## src/rtl/univ_shift_reg.sv

```systemverilog
// -----------------------------------------------------------------------------
// univ_shift_reg
// -----------------------------------------------------------------------------
// Parametrised universal shift register. This is a WIDTH-bit edge-triggered
// register bank supporting these operations:
//   - hold
//   - parallel load
//   - logical shift left / right
//   - rotate left / right
//   - Johnson counting
//   - synchronous clear
// A shift counter tracks the number of shift-type operations. A registered
// done pulse marks every WIDTH-th shift-type operation.
//
// Parameters
//   WIDTH      register width in bits (>= 2)
//   CNT_W      shift_cnt width, 2**CNT_W must exceed WIDTH
//
// Ports
//   clk        rising-edge clock
//   reset      asynchronous active-high reset
//   en         operation enable, 0 holds q/shift_cnt and clears done
//   mode       operation select (HOLD, LOAD, SHL, SHR, ROL, ROR, JOHN, CLR)
//   d          parallel load data
//   si_left    serial input entering the MSB on shift right
//   si_right   serial input entering the LSB on shift left
//   q          register contents
//   q_bar      bitwise complement of q
//   so_left    serial output, q MSB
//   so_right   serial output, q LSB
//   shift_cnt  shift-type operations since last load/clear/wrap
//   done       one-cycle pulse after WIDTH shift-type operations
//   parity     (only with SHREG_PARITY_EN) reduction XOR of q
//
// Configuration macro
//   SHREG_PARITY_EN  adds the combinational parity output
// -----------------------------------------------------------------------------
module univ_shift_reg #(
    parameter int WIDTH = 8,
    parameter int CNT_W = 4
) (
    input  logic             clk,
    input  logic             reset,
    input  logic             en,
    input  logic [2:0]       mode,
    input  logic [WIDTH-1:0] d,
    input  logic             si_left,
    input  logic             si_right,
    output logic [WIDTH-1:0] q,
    output logic [WIDTH-1:0] q_bar,
    output logic             so_left,
    output logic             so_right,
    output logic [CNT_W-1:0] shift_cnt,
    output logic             done
`ifdef SHREG_PARITY_EN
    ,
    output logic             parity
`endif
);

    typedef enum logic [2:0] {
        MODE_HOLD = 3'b000,
        MODE_LOAD = 3'b001,
        MODE_SHL  = 3'b010,
        MODE_SHR  = 3'b011,
        MODE_ROL  = 3'b100,
        MODE_ROR  = 3'b101,
        MODE_JOHN = 3'b110,
        MODE_CLR  = 3'b111
    } mode_t;

    // The count wraps on the operation that would reach WIDTH.
    // That same operation raises done.
    localparam logic [CNT_W-1:0] CNT_LAST = CNT_W'(WIDTH - 1);

    mode_t            op;
    logic [WIDTH-1:0] q_next;
    logic             is_shift;

    assign op = mode_t'(mode);

    // Next register value for the selected mode, and whether this mode
    // counts as a shift-type operation. Modes SHL through JOHN count.
    always_comb begin
        q_next   = q;
        is_shift = 1'b0;
        case (op)
            MODE_HOLD: q_next = q;
            MODE_LOAD: q_next = d;
            MODE_SHL: begin
                q_next   = {q[WIDTH-2:0], si_right};
                is_shift = 1'b1;
            end
            MODE_SHR: begin
                q_next   = {si_left, q[WIDTH-1:1]};
                is_shift = 1'b1;
            end
            MODE_ROL: begin
                q_next   = {q[WIDTH-2:0], q[WIDTH-1]};
                is_shift = 1'b1;
            end
            MODE_ROR: begin
                q_next   = {q[0], q[WIDTH-1:1]};
                is_shift = 1'b1;
            end
            MODE_JOHN: begin
                q_next   = {~q[0], q[WIDTH-1:1]};
                is_shift = 1'b1;
            end
            MODE_CLR: q_next = '0;
            default:  q_next = q;
        endcase
    end

    // Register bank, shift counter and done pulse.
    // done is high only in the cycle after the wrapping shift operation.
    // Every other cycle, enabled or not, drops it back to zero.
    always_ff @(posedge clk or posedge reset) begin
        if (reset) begin
            q         <= '0;
            shift_cnt <= '0;
            done      <= 1'b0;
        end else if (en) begin
            q <= q_next;
            if (is_shift) begin
                if (shift_cnt == CNT_LAST) begin
                    shift_cnt <= '0;
                    done      <= 1'b1;
                end else begin
                    shift_cnt <= shift_cnt + CNT_W'(1);
                    done      <= 1'b0;
                end
            end else begin
                if (op == MODE_LOAD || op == MODE_CLR) begin
                    shift_cnt <= '0;
                end
                done <= 1'b0;
            end
        end else begin
            done <= 1'b0;
        end
    end

    assign q_bar    = ~q;
    assign so_left  = q[WIDTH-1];
    assign so_right = q[0];

`ifdef SHREG_PARITY_EN
    assign parity = ^q;
`endif

endmodule

```

## config.mk

```make
export PLATFORM = sky130hd
export DESIGN_NAME = univ_shift_reg
export DESIGN_NICKNAME = d
export VERILOG_FILES = /design/src/rtl/univ_shift_reg.sv
export SDC_FILE = /design/constraint.sdc
export NUM_CORES = 1
export LEC_CHECK = 0
export CAP_MARGIN = 10
export CORE_ASPECT_RATIO = 0.8
export CORE_UTILIZATION = 39
export DETAILED_ROUTE_END_ITERATION = 10
export GPL_ROUTABILITY_DRIVEN = 0
export PLACE_DENSITY_LB_ADDON = 0.25
export SETUP_SLACK_MARGIN = 0.5
export SLEW_MARGIN = 20
export SYNTH_ARGS = -nofsm -noshare
export SYNTH_HDL_FRONTEND = slang
export SYNTH_SLANG_ARGS = --single-unit
export TNS_END_PERCENT = 30
```

## constraint.sdc

```tcl
create_clock -name clk -period 1.1 [get_ports clk]
set_input_delay 0.165 -clock clk [delete_from_list [all_inputs] [get_ports clk]]
set_output_delay 0.165 -clock clk [all_outputs]
set_load 0.03 [all_outputs]
```

# After elaboration in Yosys (flattened, before gate mapping)
# Index checks and enable logic that the tools add are counted.
[classes] n_bitwise=3 n_eq_ne=8 reduce_logical=6 n_mux=8 addsub=1
[op_table] op="$pmux 8 s7" n=1
[op_table] op="$eq 3x3->1 const B" n=4
[op_table] op="$mux 4" n=3
[op_table] op="$not 8->8" n=1
[op_table] op="$eq 3x2->1 const B" n=2
[op_table] op="$reduce_or 5->1" n=1
[op_table] op="$add 4x1->4 const B" n=1
[op_table] op="$eq 4x3->1 const B" n=1
[op_table] op="$mux 1" n=4
[op_table] op="$reduce_and 2->1" n=2
[op_table] op="$eq 3x1->1 const B" n=1
[op_table] op="$logic_not 3->1" n=1
[op_table] op="$not 1->1" n=2
[op_table] op="$reduce_bool 2->1" n=1
[op_table] op="$logic_or 1x1->1" n=1
[word_totals] ff_bits=13 word_cells=29 out_inout_bits=23 input_bits=16

# Logic depth before layout (Yosys ltp)
[depth] word_depth=5 mapped_depth=7 depth_no_buf=6

# Worst setup path before layout
# OpenSTA, ideal clock, no wires.
[synth_timing] path_kind="register -> register" startpoint="reg q[6]" endpoint="reg q[7]" path_slack_ns=-0.335 synth_period_minus_slack_ns=1.435 setup_time_ns=0.080 required_ns=1.020 path_stages_with_launch=5 n_path_buf=0 t_arrival_ns=1.355 cell_sequence="dfrtp_1 -> mux2_1 -> o211ai_1 -> or4_1 -> o211ai_2"
[synth_between] elab_chain_len=1
[synth_rtl] element="start: declaration" line="49" source="output logic [WIDTH-1:0] q,"
[synth_rtl] element="start signal: assignment" line="124" source="q <= q_next;"
[synth_rtl] element="$pmux 8 s7" line="87" source="case (op)"
# No other way between the ends.
# A chain may end at the register's enable or synchronous reset.

# Final worst setup path
[layout_timing] startpoint="reg q[7]" endpoint="reg q[6]"
# The elaborated chain is that of the path after synthesis.

==> out/metrics.yaml <==
run_status: "finished with violations"
failed_checks: "negative setup slack"
detail_route.vias_per_cell: 5.11
die_w_microns: 59.3
critical_path.endpoint_type: "flip-flop"
antenna_cells: 0
clock_power_share: 0.108
setup_viol: 28
place_hpwl_microns: 1970
multi_input_area_sq_um: 723
routed-via-count: 1068
postRouteAntennaNets: 0
dpl_cell_area_sq_um: 1570
die-height_microns: 47.9
floorplan.initialDensity: 0.417
synthesis.nets: 122
setup.worst_path.class: "flip-flop to flip-flop"
slew_at_the_pin_closest_to_its_max_slew_limit_ns: 0.285
power.static_leakage_nw: 0.870
tritoncts_buffer_count: 3
cell_internal_pwr_w: 0.00164
critPathRequiredTime_ns: 1.26
area.growth.synth_to_final_pct: 87.3
synth-edff-count: 0
hold_violations: 0
numPortBuffers: 38
min-delay-path-class: "input pin to async pin"
number_of_global_route_vias_before_repair: 974
synthCells: 104
synthesis.area_per_instance_sq_um: 9.87
largest_net_degree_at_the_start_of_global_routing: 14
synthesis.yosys.warnings: 0
switching_power_w: 0.00116
root_buffer: "clkbuf_4"
worstSkewPairLatency_ns: 0.27
setup.worst_path.start_class: "flip-flop"
clock_tree.buffer_depth: 2
ys_dominant_reg_cell: "dfrtp_1"
core_sq_um: 2460
power_density_nw_per_um2: 1460
grt_total_usage: 0.231
totalWireLength_microns: 3300
htree_levels: 1
cp_max_fo: 4
async_flop_share: 1.00
power_frac_seq: 0.279
grt_setup_unrepaired: "true"
max_cap_viol_count: 0
routedWlPerCell_microns: 15.8
drtPass1Iterations: 4
global_route.overflow_total: 0
die-area_sq_um: 2840
numClockSinks: 13
seq_area_sq_um: 340
grt_antenna_before_repair: 0
arrival_ns: 1.57
cts_tree: "done"
synth_area_sq_um: 1030
final_cell_area_sq_um: 1920
power_frac_comb: 0.613
grt_pass1_wl_microns: 4810
reg2regPathDepth: 4
fin_worst_skew_ns: 0.000300
min_period_ns: 1.41
worst_slew_margin: 0.810
io-pin-count: 39
irDropWorstVdd_mv: 0.944
clk_transition_reported_paths_ns: 0.08
switching_share: 0.414
core.rowCount: 16
synthesized_flop_and_latch_total: 13
drc: 0
maxClockFrequency_mhz: 710
drtIter0Drc: 50
number_of_fill_cells: 156
num-nets-final: 192
setup_tns_after_final_layout_ns: -2.26
worst_slack_ns: -0.308
finalMaxSlewViolations: 0
synth.yosys.seq_area_share: 0.317
yosysUniqueCellTypes: 37
layout_worst_path_cycle_share: 1.28
layout_cell_share_with_drive_strength_beyond_1: 0.665
## worst max-delay path, cell delays in order (launching register included)
cell	delay, ns
dfrtp_2	0.46
mux2i_1	0.22
a2bb2oi_1	0.25
o21ai_1	0.10
mux2_4	0.27
## layer usage
layer | part of all wire | GRT usage
met4 | 0.0049 | 0.0429
met3 | 0.054 | 0.0297
met1 | 0.46 | 0.330
met5 | 0 | 0
met2 | 0.48 | 0.380
## area by class of cell
cell class	instances	share of cell area
inverters	12	0.0260
well taps	36	0.0234
clock buffers	4	0.0137
multi-input cells	72	0.376
flip-flops and latches	13	0.177
repair buffers	72	0.383
## power by group through the flow
| stage | clock network [W] | logic, W | registers (W) |
|---|---|---|---|
| final | 0.000302 | 0.00172 | 0.000782 |
| after global routing | 0.000336 | 0.00182 | 0.000797 |
| after CTS | 0.000302 | 0.00166 | 0.000754 |
| after detailed placement | 0 | 0.00133 | 0.000730 |
| after global placement | 0 | 0.00131 | 0.000725 |
| after floorplan | 0 | 0.000579 | 0.000946 |
## flip-flops by register name (all words and copies together), names as in the netlist
signal     cells
q              8
shift_cnt      4
done           1
## final timing paths
kind,start,endpoint,slack [ns]
worst min register to register,shift_cnt[3],done,0.53
worst max-delay path,q[7],q[6],-0.31
max in group asynchronous,reset,shift_cnt[2],0.73
worst max register to register,q[7],q[6],-0.31
worst min-delay path,reset,done,0.19
min in group clk,en,q[7],0.49
## per-stage QoR
stage	instances	setup WS [ns]	hold slack (ns)	total power, W	util
final	209	-0.308	0.189	0.00280	0.780
after CTS	208	-0.139	0.195	0.00272	0.767
after global placement	197	-0.692	0.473	0.00203	0.639
after global routing	209	-0.331	0.219	0.00295	0.780
after detailed placement	197	-0.713	0.487	0.00206	0.639
after floorplan	104	-0.184	0.0413	0.00153	-
## Yosys cell counts, types with 2 or more instances
cell type  instances  share of area
dfrtp_1           13           0.32
inv_1             12          0.044
nand2_1           10          0.037
a2bb2oi_1          6          0.051
mux2_2             6          0.066
mux2i_1            6          0.059
o21ai_1            6          0.029
buf_6              4          0.044
buf_4              3          0.022
nand3b_1           3          0.022
o21ai_0            3          0.015
a21oi_1            2         0.0098
a22o_1             2          0.017
ha_1               2          0.024
nand3_1            2         0.0098
nor2_1             2         0.0073
nor2b_1            2          0.012
## cell families (layout without fill, tap and decap cells)
kind of cell,after synthesis,in the layout,synth area share
simple gates,25,26,0.134
fa+ha+maj,2,2,0.0244
mux,13,13,0.135
xor+xnor,1,1,0.0268
compound gates,30,30,0.249
flops,13,13,0.317
buf+inv,20,88,0.113
## cells in the final DEF, fill, tap and decap left out, types with 2 or more instances in the layout
master            n
a22o_1            2
a2bb2oi_1         3
a2bb2oi_2         3
and3b_2           2
buf_4            16
buf_6            40
clkbuf_4          4
clkdlybuf4s50_1  11
dfrtp_2          12
ha_4              2
inv_1             3
inv_2             7
inv_4             2
mux2_2            2
mux2_4            5
mux2i_1           5
nand2_1           9
nand3_1           2
nand3b_1          3
nor2b_1           2
o21ai_1           6
o21ai_2           2
## timing repair
| item | 4_1_cts | 5_1_grt |
|---|---|---|
| buffers inserted | 6 | 1 |
| endpoints found under the setup margin | 36 | 36 |
| hold buffers | 0 | 0 |
| pin swaps | 12 | 9 |
| cloned | 1 | 0 |
| resized for setup | 79 | 8 |
Power figures use the tool's default switching activity.
